**src/rtl/bw_logic_pipe.sv**
```systemverilog
// Pipelined two-operand bitwise logic unit with valid/ready flow control,
// zero/all-ones flags and a retired-operation counter.

module bw_logic_stage #(
  parameter int W = 34
) (
  input  logic         clock,
  input  logic         reset_n,
  input  logic         flush,
  input  logic         adv,
  input  logic         in_vld,
  input  logic [W-1:0] in_data,
  output logic         vld,
  output logic [W-1:0] data
);

  // Payload only loads when a live item moves in, so a stalled stage holds still.
  always_ff @(posedge clock or negedge reset_n) begin
    if (!reset_n) begin
      vld  <= 1'b0;
      data <= '0;
    end else begin
      if (flush)    vld <= 1'b0;
      else if (adv) vld <= in_vld;
      if (!flush && adv && in_vld) data <= in_data;
    end
  end

endmodule

module bw_logic_pipe #(
  parameter int WIDTH  = 32,
  parameter int STAGES = 2
) (
  input  logic             clock,
  input  logic             reset_n,
  input  logic             flush,
  input  logic             in_valid,
  output logic             in_ready,
  input  logic [2:0]       ctrl_op,
  input  logic [WIDTH-1:0] data_operandA,
  input  logic [WIDTH-1:0] data_operandB,
  output logic             out_valid,
  input  logic             out_ready,
  output logic [WIDTH-1:0] data_result,
  output logic             out_zero,
  output logic             out_allones,
  output logic [15:0]      retired_count
);

  localparam int PW = WIDTH + 2;

  logic [WIDTH-1:0]             fn_res;
  logic [PW-1:0]                fn_pkt;
  logic                         acc;
  logic [STAGES-1:0]            stg_vld;
  logic [STAGES-1:0][PW-1:0]    stg_dat;
  logic [STAGES:0]              vld_pipe;
  logic [STAGES:0][PW-1:0]      dat_pipe;
  logic [STAGES-1:0]            adv;

  always_comb begin
    fn_res = '0;
    case (ctrl_op)
      3'b000:  fn_res = ~data_operandA;
      3'b001:  fn_res = data_operandA & data_operandB;
      3'b010:  fn_res = data_operandA | data_operandB;
      3'b011:  fn_res = data_operandA ^ data_operandB;
      3'b100:  fn_res = ~(data_operandA & data_operandB);
      3'b101:  fn_res = ~(data_operandA | data_operandB);
      3'b110:  fn_res = ~(data_operandA ^ data_operandB);
      default: fn_res = data_operandA & ~data_operandB;
    endcase
  end

  assign fn_pkt = {&fn_res, ~|fn_res, fn_res};

  // A stage moves when it or anything downstream of it has a hole, or the
  // consumer takes the head; this is what lets bubbles collapse.
  always_comb begin
    logic go;
    go  = out_ready;
    adv = '0;
    for (int i = STAGES - 1; i >= 0; i--) begin
      go     = go || !stg_vld[i];
      adv[i] = go;
    end
  end

  assign in_ready = reset_n && !flush && adv[0];
  assign acc      = in_valid && in_ready;
  assign vld_pipe = {stg_vld, acc};
  assign dat_pipe = {stg_dat, fn_pkt};

  for (genvar i = 0; i < STAGES; i++) begin : g_stg
    bw_logic_stage #(.W(PW)) u_stg (
      .clock   (clock),
      .reset_n (reset_n),
      .flush   (flush),
      .adv     (adv[i]),
      .in_vld  (vld_pipe[i]),
      .in_data (dat_pipe[i]),
      .vld     (stg_vld[i]),
      .data    (stg_dat[i])
    );
  end

  assign out_valid                             = stg_vld[STAGES-1];
  assign {out_allones, out_zero, data_result}  = stg_dat[STAGES-1];

  always_ff @(posedge clock or negedge reset_n) begin
    if (!reset_n)                    retired_count <= '0;
    else if (out_valid && out_ready) retired_count <= retired_count + 16'd1;
  end

endmodule

```
**config.mk**
```make
export PLATFORM = sky130hd
export DESIGN_NAME = bw_logic_pipe
export DESIGN_NICKNAME = d
export VERILOG_FILES = /design/src/rtl/bw_logic_pipe.sv
export SDC_FILE = /design/constraint.sdc
export NUM_CORES = 1
export LEC_CHECK = 0
export BUFFER_PORTS_ARGS = -buffer_cell sky130_fd_sc_hd__buf_2
export CORE_MARGIN = 1
export CORE_UTILIZATION = 50
export CTS_CLUSTER_DIAMETER = 50
export DETAILED_ROUTE_END_ITERATION = 16
export GPL_TIMING_DRIVEN = 0
export PLACE_DENSITY = 0.69
export SYNTH_ARGS = -nofsm -noshare
export SYNTH_HDL_FRONTEND = slang
export SYNTH_SLANG_ARGS = --single-unit
```
**constraint.sdc**
```tcl
create_clock -name clock -period 3.5 [get_ports clock]
set_clock_uncertainty 0.1 [all_clocks]
set_input_delay 0.7 -clock clock [delete_from_list [all_inputs] [get_ports clock]]
set_output_delay 0.7 -clock clock [all_outputs]
set_load 0.05 [all_outputs]
```
==> impl_metrics.json <==
{
  "cts_max_path_buffers": 2,
  "setup.reg_to_reg.worst_slack_ns": 1.34,
  "tightestPinTransition_ns": 0.678,
  "start_util": 0.520,
  "power.leakage_uw": 0.00440,
  "power_uw": 4010,
  "synth_largest_area_cell": "sky130_fd_sc_hd__dfrtp_1",
  "nature_of_the_critical_path_endpoint": "register",
  "root_buffer": "sky130_fd_sc_hd__clkbuf_16",
  "gpl.final_weighted_congestion": 0.880,
  "drt_wl_total_um": 18300,
  "globalRoute.totalOverflow": 0,
  "fin_crit_sh": 0.909,
  "wirelength_met1_um": 8400,
  "final_critical_path_setup_slack_ns": 0.320,
  "yosys_warnings": 0,
  "cts_inserted_buffers": 9,
  "number_of_max_cap_violations": 0,
  "clock_latency_ns": 0.33,
  "synth_seq_cells": 86,
  "max_freq_mhz": 314,
  "clkSinkCount": 86,
  "place_worst_setup_slack_ns": 0.0622,
  "antenna_found_initial": 0,
  "post_synth_instance_area_mm2": 0.00733,
  "synth_top_cell_area_share": 0.294,
  "worst_setup_path_start_kind": "input pin",
  "postSynth.asyncResetShare": 1.00,
  "grt_pass1_wl_um": 28500,
  "worst-endpoint-arrival_ns": 3.31,
  "detailroute.wirelength.met3_um": 1170,
  "grt_setup_unrepaired": "no",
  "post_cts_resized": 0,
  "maximum_number_of_pins_on_one_net_before_global_route_repair": 59,
  "synthCells": 769,
  "vias_in_the_first_global_route": 5511,
  "boundaryPins": 124,
  "critPathMaxFanout": 10,
  "ant_nets": 0,
  "setup_viol": 0,
  "coreArea_mm2": 0.0141,
  "max_slew_headroom": 0.545,
  "met2WireLength_um": 8460,
  "nNetsFinal": 1072,
  "reg2reg_from": "g_stg[0].u_stg.vld",
  "finalHoldViolCount": 0,
  "cts.reportedPaths.clkPinSlew_ns": 0.06,
  "dieArea_mm2": 0.0151,
  "post_detailed_route_drc_marker_count": 0,
  "syn2layout_area_growth_pct": 15.9,
  "rr_endpoint": "g_stg[1].u_stg.data[6]",
  "netlist_top_cells_area": "sky130_fd_sc_hd__dfrtp_1 29%, sky130_fd_sc_hd__ha_1 17%, sky130_fd_sc_hd__mux2_2 9.2%",
  "drt-wirelength-per-cell_um": 16.8,
  "power_dens_cells_mw_per_mm2": 471,
  "chipHeight_um": 123,
  "synthesis.nets": 938,
  "yosysUniqueCellTypes": 60,
  "min_period_ns": 3.18,
  "routed_via_density": 5.65,
  "report.final.slew_viol_count": 0,
  "drive_above_1_share": 0.295,
  "number_of_enable_flip_flop_cells_after_synthesis": 0,
  "synth_flop_cell": "sky130_fd_sc_hd__dfrtp_1",
  "cts_htree_levels": 3,
  "rows": 43,
  "die_w_um": 123,
  "io_buffers": 122,
  "insertedDiodeCount": 0,
  "r2r_cells": 5,
  "hpwl_detailed_um": 14100,
  "irDropWorstVdd_uv": 294,
  "syn_area_per_cell_um2": 9.53,
  "synth_seq_area_share": 0.294,
  "detailedRoute.firstIterationViolations": 373,
  "postCtsSetupRepairBufs": 0,
  "cts_tree": "done",
  "vias": 6147,
  "drt_first_pass_iters": 6,
  "outcome": "completed",
  "dr.max_layer_used": "met4",
  "worst-setup-path-type": "input pin to register",
  "critPathRequiredTime_ns": 3.63,
  "hold_path_class": "input pin to async pin",
  "ctsHoldBuffers": 0,
  "grt_usage": 0.245
}
layout by cell type, fill, tap and decap left out, types with 16 or more instances in the layout:
master                     count
sky130_fd_sc_hd__ha_1         97
sky130_fd_sc_hd__mux2i_1      36
sky130_fd_sc_hd__inv_1        72
sky130_fd_sc_hd__nor2_1       38
sky130_fd_sc_hd__nand2_1      50
sky130_fd_sc_hd__a21oi_1      16
sky130_fd_sc_hd__dfrtp_1      86
sky130_fd_sc_hd__clkbuf_1     17
sky130_fd_sc_hd__o21ai_0      36
sky130_fd_sc_hd__buf_2       138
sky130_fd_sc_hd__buf_4        36
sky130_fd_sc_hd__mux2_2       60
worst max-delay path: stages:
cell	delay [ns]
sky130_fd_sc_hd__buf_2	0.12
sky130_fd_sc_hd__buf_6	0.15
sky130_fd_sc_hd__buf_2	0.29
sky130_fd_sc_hd__buf_2	0.33
sky130_fd_sc_hd__clkbuf_1	0.47
sky130_fd_sc_hd__a31oi_1	0.33
sky130_fd_sc_hd__nor4_1	0.36
sky130_fd_sc_hd__nand4_1	0.18
sky130_fd_sc_hd__o41ai_2	0.36
routing by layer:
metal / global-route usage / up-vias
met5: 0 / -
met3: 0.0318 / 22
li1: - / 2971
met1: 0.341 / 2936
met2: 0.396 / 218
met4: 0.0745 / 0
cells in the mapped netlist (5+ instances only):
cell                       count
sky130_fd_sc_hd__o22ai_1      14
sky130_fd_sc_hd__nor3_1        9
sky130_fd_sc_hd__o211a_1       6
sky130_fd_sc_hd__buf_2        17
sky130_fd_sc_hd__nand3_1      13
sky130_fd_sc_hd__nor2b_1      10
sky130_fd_sc_hd__a22oi_1       5
sky130_fd_sc_hd__mux2i_1      36
sky130_fd_sc_hd__nor2_1       38
sky130_fd_sc_hd__mux2_2       60
sky130_fd_sc_hd__a221oi_1      7
sky130_fd_sc_hd__inv_1        72
sky130_fd_sc_hd__dfrtp_1      86
sky130_fd_sc_hd__o211ai_1     11
sky130_fd_sc_hd__nor4_1        5
sky130_fd_sc_hd__a211oi_1      9
sky130_fd_sc_hd__o32ai_1       7
sky130_fd_sc_hd__clkbuf_1     15
sky130_fd_sc_hd__buf_6         5
sky130_fd_sc_hd__xnor2_1      11
sky130_fd_sc_hd__a21oi_1      16
sky130_fd_sc_hd__nand2b_1     11
sky130_fd_sc_hd__and3_1        6
sky130_fd_sc_hd__nand4_1       7
sky130_fd_sc_hd__buf_4        35
sky130_fd_sc_hd__ha_1         97
sky130_fd_sc_hd__o221ai_1     10
sky130_fd_sc_hd__o21ai_0      36
sky130_fd_sc_hd__nand2_1      50
area by class of cell:
class	instances	area [um^2]
multi-input combinational	535	4430
inverter	73	274
clock buffer	13	260
tap	180	225
buffer	75	472
sequential	86	2150
fill	1252	5600
clock inverter	3	42.5
timing repair buffer	123	641
logic make-up after synthesis:
| group | synth area share |
|---|---|
| AOI/OAI and AO/OA | 0.151 |
| xor gates and xnor gates | 0.0179 |
| and+or+nand+nor | 0.111 |
| buffers and inverters | 0.102 |
| muxes | 0.159 |
| DFF | 0.294 |
| adders and majority gates | 0.166 |
metrics by stage:
step	hold slack [ns]	TNS, ns	util	instance area (um^2)	std cells
after floorplan	0.304	0	-	7330	769
after global placement	0.356	-6.11	0.579	8170	1071
after detailed placement	0.359	0	0.581	8200	1072
after CTS	0.193	0	0.603	8500	1088
after global routing	0.219	0	0.603	8500	1088
final	0.198	0	0.603	8500	1088
sequential cells by signal, summed over array words and instances (netlist names):
register          cells
retired_count        16
g_stg.u_stg.vld       2
g_stg.u_stg.data     68
where the power goes:
part	switching (uW)	leakage (uW)	total, uW	internal, uW
combinational	1040	0.00316	1680	641
sequential	141	0.00109	1370	1230
clock	364	0.000146	955	591
how the worst max path moves through the flow:
stage	from	endpoint	slack (ns)	depth (start not counted)
after floorplan	g_stg[1].u_stg.vld	g_stg[0].u_stg.data[11]	0.68	5
after global placement	reset_n	g_stg[0].u_stg.data[13]	-0.30	6
after detailed placement	ctrl_op[1]	g_stg[0].u_stg.data[33]	0.06	9
after CTS	ctrl_op[1]	g_stg[0].u_stg.data[33]	0.41	9
after global routing	ctrl_op[1]	g_stg[0].u_stg.data[33]	0.16	9
final	ctrl_op[1]	g_stg[0].u_stg.data[33]	0.32	9
(Power assumes the default switching activity.)
